--- src/rtl/seven_seg_display_controller.sv ---
// ---------------------------------------------------------------------------
// seven_seg_display_controller
//
// Time-multiplexed driver for a common-anode N-digit seven-segment display.
// Digits are scanned round-robin, one slot of REFRESH_DIV cycles each.
// The first BLANK_CYCLES cycles of every slot keep all anodes off so the
// previous digit's pattern cannot ghost onto the next anode. One hex
// decoder is shared by all digits.
//
// New display data is accepted into a one-deep pending buffer. The buffer
// is copied into the display register only when the digit index wraps back
// to 0, so one frame never mixes old and new data.
//
// Optional build macro:
//   LEADING_ZERO_BLANK_EN - when defined, digit i (i > 0) is blanked when
//   nibbles i..N_DIGITS-1 of the display register are all zero. Its
//   decimal point is forced off as well.
//
// Ports:
//   clk, rst_n   clock and asynchronous active-low reset
//   value_in     4*N_DIGITS hex nibbles, nibble i drives digit i
//   value_valid  value_in is offered
//   value_ready  pending buffer is empty, so value_in can be accepted
//   digit_en     per-digit enable, sampled live (0 keeps that anode off)
//   dp_in        per-digit decimal point, active-high, sampled live
//   an           anode enables, active-low, registered
//   seg          segments {A,B,C,D,E,F,G}, active-low, registered
//   dp           decimal point, active-low, registered
//   frame_start  one-cycle pulse when the digit index wraps to 0
//
// Handshake (valid/ready): a transfer happens on a rising clk edge where
// value_valid && value_ready are both high. value_in is captured at that
// edge. While value_ready is low, value_valid is ignored and the source
// must hold value_in stable until the transfer.
// ---------------------------------------------------------------------------
module seven_seg_display_controller #(
  parameter int N_DIGITS     = 8,
  parameter int REFRESH_DIV  = 100000,
  parameter int BLANK_CYCLES = 1000
) (
  input  logic                  clk,
  input  logic                  rst_n,
  input  logic [4*N_DIGITS-1:0] value_in,
  input  logic                  value_valid,
  output logic                  value_ready,
  input  logic [N_DIGITS-1:0]   digit_en,
  input  logic [N_DIGITS-1:0]   dp_in,
  output logic [N_DIGITS-1:0]   an,
  output logic [6:0]            seg,
  output logic                  dp,
  output logic                  frame_start
);

  localparam int CW = $clog2(REFRESH_DIV);
  localparam int IW = $clog2(N_DIGITS);
  localparam logic [CW-1:0] CNT_MAX = CW'(REFRESH_DIV - 1);
  localparam logic [CW-1:0] BLANK_C = CW'(BLANK_CYCLES);
  localparam logic [IW-1:0] IDX_MAX = IW'(N_DIGITS - 1);

  typedef enum logic {PH_BLANK, PH_DRIVE} phase_t;

  logic [CW-1:0]           cnt;
  logic [IW-1:0]           idx;
  logic [4*N_DIGITS-1:0]   display;
  logic [4*N_DIGITS-1:0]   pending;
  logic                    pend_full;

  phase_t                  phase;
  logic                    slot_wrap;
  logic                    frame_wrap;
  logic                    take;
  logic [N_DIGITS-1:0]     eff_en;
  logic [3:0]              cur_nib;
  logic [6:0]              dec_segs;
  logic [N_DIGITS-1:0]     an_nxt;
  logic [6:0]              seg_nxt;
  logic                    dp_nxt;

  assign value_ready = ~pend_full;
  assign take        = value_valid & value_ready;
  assign slot_wrap   = (cnt == CNT_MAX);
  assign frame_wrap  = slot_wrap & (idx == IDX_MAX);
  assign cur_nib     = display[idx*4 +: 4];

  seven_seg_hex_decoder u_dec (
    .hex  (cur_nib),
    .segs (dec_segs)
  );

  // The phase is a pure function of the slot counter. With BLANK_CYCLES = 0
  // the compare is never true and every slot is DRIVE.
  always_comb begin
    phase = PH_DRIVE;
    if (cnt < BLANK_C) phase = PH_BLANK;
  end

`ifdef LEADING_ZERO_BLANK_EN
  // Walk from the most significant digit downward. A digit stays suppressed
  // until a non-zero nibble has been seen at or above it. Digit 0 is never
  // touched, so a value of zero still shows a single "0".
  logic nz;
  always_comb begin
    nz     = 1'b0;
    eff_en = digit_en;
    for (int i = N_DIGITS - 1; i >= 1; i--) begin
      nz = nz | (display[4*i +: 4] != 4'h0);
      if (!nz) eff_en[i] = 1'b0;
    end
  end
`else
  always_comb begin
    eff_en = digit_en;
  end
`endif

  always_comb begin
    an_nxt  = '1;
    seg_nxt = 7'h7F;
    dp_nxt  = 1'b1;
    if (phase == PH_DRIVE && eff_en[idx]) begin
      an_nxt[idx] = 1'b0;
      seg_nxt     = ~dec_segs;
      dp_nxt      = ~dp_in[idx];
    end
  end

  always_ff @(posedge clk or negedge rst_n) begin
    if (!rst_n) begin
      cnt         <= '0;
      idx         <= '0;
      display     <= '0;
      pending     <= '0;
      pend_full   <= 1'b0;
      an          <= '1;
      seg         <= 7'h7F;
      dp          <= 1'b1;
      frame_start <= 1'b0;
    end else begin
      cnt <= slot_wrap ? '0 : cnt + 1'b1;
      if (slot_wrap) idx <= frame_wrap ? '0 : idx + 1'b1;
      frame_start <= frame_wrap;

      // Capture needs an empty buffer and commit needs a full one, so the
      // two branches can never both want to fire on the same edge.
      if (take) begin
        pending   <= value_in;
        pend_full <= 1'b1;
      end else if (frame_wrap && pend_full) begin
        display   <= pending;
        pend_full <= 1'b0;
      end

      an  <= an_nxt;
      seg <= seg_nxt;
      dp  <= dp_nxt;
    end
  end

endmodule

// ---------------------------------------------------------------------------
// seven_seg_hex_decoder
//
// Hex nibble to seven-segment pattern. The output is active-high, with bit
// order {A,B,C,D,E,F,G}. Letters b and d are lowercase so they cannot be
// confused with 8 and 0.
//
// Ports:
//   hex   4-bit value
//   segs  segment pattern, 1 = segment lit
// ---------------------------------------------------------------------------
module seven_seg_hex_decoder (
  input  logic [3:0] hex,
  output logic [6:0] segs
);

  always_comb begin
    segs = 7'h00;
    case (hex)
      4'h0: segs = 7'b1111110;
      4'h1: segs = 7'b0110000;
      4'h2: segs = 7'b1101101;
      4'h3: segs = 7'b1111001;
      4'h4: segs = 7'b0110011;
      4'h5: segs = 7'b1011011;
      4'h6: segs = 7'b1011111;
      4'h7: segs = 7'b1110000;
      4'h8: segs = 7'b1111111;
      4'h9: segs = 7'b1111011;
      4'hA: segs = 7'b1110111;
      4'hB: segs = 7'b0011111;
      4'hC: segs = 7'b1001110;
      4'hD: segs = 7'b0111101;
      4'hE: segs = 7'b1001111;
      4'hF: segs = 7'b1000111;
      default: segs = 7'h00;
    endcase
  end

endmodule

--- config.mk ---
export PLATFORM = sky130hd
export DESIGN_NAME = seven_seg_display_controller
export DESIGN_NICKNAME = d
export VERILOG_FILES = /design/src/rtl/seven_seg_display_controller.sv
export SDC_FILE = /design/constraint.sdc
export NUM_CORES = 1
export LEC_CHECK = 0
export ABC_AREA = 1
export BUFFER_PORTS_ARGS = -buffer_cell sky130_fd_sc_hd__buf_2
export CORE_AREA = 2 2 103 105
export CTS_BUF_LIST = sky130_fd_sc_hd__clkbuf_4
export DETAILED_ROUTE_END_ITERATION = 10
export DIE_AREA = 0 0 105 107
export PLACE_DENSITY = 0.7
export SYNTH_ARGS = -nofsm -noshare
export SYNTH_HDL_FRONTEND = slang
export SYNTH_SLANG_ARGS = --single-unit
--- constraint.sdc ---
create_clock -name clk -period 5.5 [get_ports clk]
set_input_delay 0 -clock clk [delete_from_list [all_inputs] [get_ports clk]]
set_output_delay 0 -clock clk [all_outputs]
set_load 0.03 [all_outputs]
==> results.json <==
{
  "hold_depth": 10,
  "cp-end-kind": "flip-flop",
  "leakage_nw": 3.07,
  "wl_mm": 10.2,
  "path_cells": "inv_2 -> nand2_1 -> o22ai_1 -> dlygate4sd3_1 -> nor2_1 -> dlygate4sd3_1 -> nand3_1 -> dlygate4sd3_1",
  "ys_ff_latch": 102,
  "viasPerCell": 4.91,
  "drv_cap": 0,
  "tritoncts": "built",
  "track_usage_pct": 19.4,
  "intPower_mw": 1.00,
  "num-nets-final": 732,
  "cts_root_buf": "clkbuf_4",
  "drt_iter0_drc": 183,
  "report.final.slew_viol_count": 0,
  "cp_slowest_cell": "dfrtp_1",
  "whs_ns": 0.251,
  "grt_pass1_vias": 3909,
  "synthAdderAreaFrac_pct": 2.28,
  "cp_max_fo": 31,
  "start_util_pct": 48.9,
  "syn_avg_cell_area_um2": 8.65,
  "layout-drive-gt1-share_pct": 23.8,
  "ys_seq_area_share_pct": 52.2,
  "clock_latency_ns": 0.47,
  "port_buffers": 68,
  "hold_violations": 0,
  "power.switching_mw": 0.289,
  "finalClockSkew_ns": 0.0266,
  "yosys.area_share.xor_xnor_pct": 0.710,
  "reg2regPathDepth": 8,
  "area_growth_syn_to_layout_pct": 19.8,
  "cpPeakStageDelay_ns": 0.98,
  "synth_compound_area_share_pct": 2.31,
  "cts_resized": 0,
  "synth_cell_type_count": 31,
  "pin_count": 69,
  "synth.area.mux_share_pct": 7.31,
  "setup_ws_ns": 1.94,
  "yosys.area_share.simple_pct": 28.3,
  "die_area_um2": 11200,
  "gp_congestion": 0.915,
  "critPathTopFamily": "buffers and inverters",
  "finalCritPeriodShare_pct": 64.6,
  "path_common_cell": "dlygate4sd3_1",
  "dp_hpwl_mm": 7.14,
  "num_antenna_cells": 0,
  "synthesis.area_um2": 4930,
  "clockBufferDepth": 2,
  "pwr-share-seq_pct": 60.6,
  "syn_nets": 630,
  "clkSinkCount": 102,
  "power_mw": 1.29,
  "core_region_area_um2": 10100,
  "wire_per_inst_um": 12.5,
  "netSwitchingFraction_pct": 22.4,
  "htreeDepth": 3,
  "worst_slew_pin_slew_ns": 1.01,
  "rows": 37,
  "vias": 3987,
  "grt-ovfl-total": 0,
  "grt_max_degree": 85,
  "die_y_um": 107,
  "clkTransAtPathRegs_ns": 0.15,
  "synth_top_family_by_area": "simple AND/OR/NAND/NOR gates",
  "ant_nets": 0,
  "place_ws_ns": 2.78,
  "path_class": "flip-flop to flip-flop",
  "max_freq_mhz": 281,
  "antenna_found_initial": 0,
  "rsz0062_at_grt": "no",
  "drc": 0,
  "setup_viol": 0,
  "outcome": "finished clean",
  "ys_warn_count": 0,
  "syn-instance-count": 570,
  "die_w_um": 105,
  "tns_ns": 0,
  "slew_headroom_pct": 32.5,
  "cts_made_buffers": 9,
  "worstPathArrival_ns": 3.94,
  "critPathLaunchType": "flip-flop",
  "required_ns": 5.89,
  "critPathBufInv": 4,
  "power.share.clock_pct": 33.5,
  "cp.depth": 8,
  "ir_drop_v": 0.000203,
  "period_minus_slack_ns": 3.56,
  "hold_path.class": "input port to flip-flop",
  "grt_pass1_wl_mm": 17.5,
  "dr.pass1.iters": 5,
  "p_comb_share_pct": 5.9,
  "power_density_nw_per_um2": 219
}
## worst register-to-register path: cells and delay by family (launching register included)
family	cells	cell delay (ns)
buffers and inverters	4	2.10
flip-flops	1	0.98
AO/OA/AOI/OAI	1	0.07
AND/OR/NAND/NOR	3	0.33
## cells by family (layout without fill, tap and decap cells)
family | Yosys count | after routing
AO/OA/AOI/OAI | 21 | 21
XOR/XNOR | 4 | 4
adder cells (fa/ha/maj) | 9 | 9
buffers and inverters | 80 | 186
flip-flops | 102 | 102
multiplexers | 32 | 32
AND/OR/NAND/NOR | 322 | 322
## worst paths after layout
path                                          from                 endpoint  slack (ns)
max                             idx[0]$_DFFE_PN0N_             dp$_DFF_PN1_        1.94
min in group asynchronous                    rst_n  display[14]$_DFFE_PN0P_        0.37
min                                    digit_en[4]         seg[1]$_DFF_PN1_        0.25
min reg2reg                pending[13]$_DFFE_PN0P_  display[13]$_DFFE_PN0P_        0.48
max reg2reg                     idx[0]$_DFFE_PN0N_             dp$_DFF_PN1_        1.94
max in group asynchronous                    rst_n         cnt[8]$_DFF_PN0_        4.27
## through the flow
stage / instance area [um2] / util (%) / cells
6_report: 5910 / 58.5 / 812
2_1_floorplan: 4930 / - / 570
4_1_cts: 5910 / 58.5 / 812
3_3_place_gp: 5360 / 53.1 / 758
5_1_grt: 5910 / 58.5 / 812
3_5_place_dp: 5360 / 53.1 / 758
## sequential cells by signal, summed over array words and instances (netlist names)
| signal | cells |
|---|---|
| display | 32 |
| frame_start | 1 |
| cnt | 17 |
| an | 8 |
| seg | 7 |
| idx | 3 |
| pend_full | 1 |
| dp | 1 |
| pending | 32 |
## power groups by stage
stage / Combinational, mW / Sequential [mW] / Clock (mW)
CTS: 0.0771 / 0.783 / 0.449
floorplan: 0.0209 / 0.793 / 0
global route: 0.0855 / 0.785 / 0.474
detailed placement: 0.0574 / 0.797 / 0
global placement: 0.0555 / 0.795 / 0
finish: 0.0757 / 0.783 / 0.433
## cells in the final DEF (no fill, tap or decap), types with 2 or more instances in the layout
| master | instances |
|---|---|
| clkbuf_4 | 9 |
| ha_1 | 9 |
| or2_2 | 2 |
| nor3_1 | 7 |
| o22ai_1 | 2 |
| nand2_1 | 203 |
| o21ai_0 | 8 |
| dfstp_2 | 16 |
| buf_2 | 67 |
| a21oi_1 | 9 |
| inv_1 | 59 |
| nand4_1 | 7 |
| inv_2 | 2 |
| nor2_2 | 7 |
| nor3_4 | 2 |
| nand3_1 | 42 |
| xor2_1 | 3 |
| dlygate4sd3_1 | 39 |
| inv_6 | 2 |
| nor4_1 | 4 |
| mux2_2 | 32 |
| nor2_1 | 33 |
| dfrtp_1 | 86 |
| buf_4 | 4 |
| bufinv_16 | 2 |
| nand2_2 | 11 |
## metal layers
metal | global-route usage [%] | vias to the layer above | wire length, um
li1 | - | 1991 | -
met1 | 24.3 | 1855 | 4540
met2 | 32.2 | 117 | 4800
met3 | 4.68 | 24 | 564
met4 | 8.48 | 0 | 282
met5 | 0 | - | 0
## synthesized netlist by cell type
library cell  count  area share (%)
nand3b_1          1            0.15
o32ai_1           1            0.18
o21ai_0           8            0.81
buf_6             3            0.69
buf_1             1           0.076
nand2_4           1            0.23
o22ai_1           2            0.25
nor2_2            7            0.89
dfrtp_1          86              44
o211ai_1          1            0.15
clkbuf_1          1           0.076
xor2_1            3            0.53
nor3_1            7            0.71
or2_2             2            0.25
nand4_1           7            0.89
inv_1            59             4.5
inv_2             2            0.15
or2_4             1            0.18
a21oi_1           9            0.91
nand3_1          42             4.3
nor3_4            2            0.66
xnor2_1           1            0.18
buf_2            14             1.4
nor4_1            4            0.51
mux2_2           32             7.3
dfstp_2          16             8.5
nand2_1         203              15
nor2_4            1            0.23
nand2_2          11             1.4
ha_1              9             2.3
nor2_1           33             2.5
## layout make-up
class	count	area (um2)
clock buffer	9	67.6
fill	914	4190
tap	136	170
inverter	61	229
timing repair buffer	110	756
multi-input combinational	388	2020
clock inverter	6	93.8
sequential	102	2570
## repair_timing
action | in CTS | in global routing
setup buffers | 0 | 0
hold buffers | 39 | 0
hold endpoints to repair | 52 | 0
No activity file was read; power rests on OpenSTA's default activity.
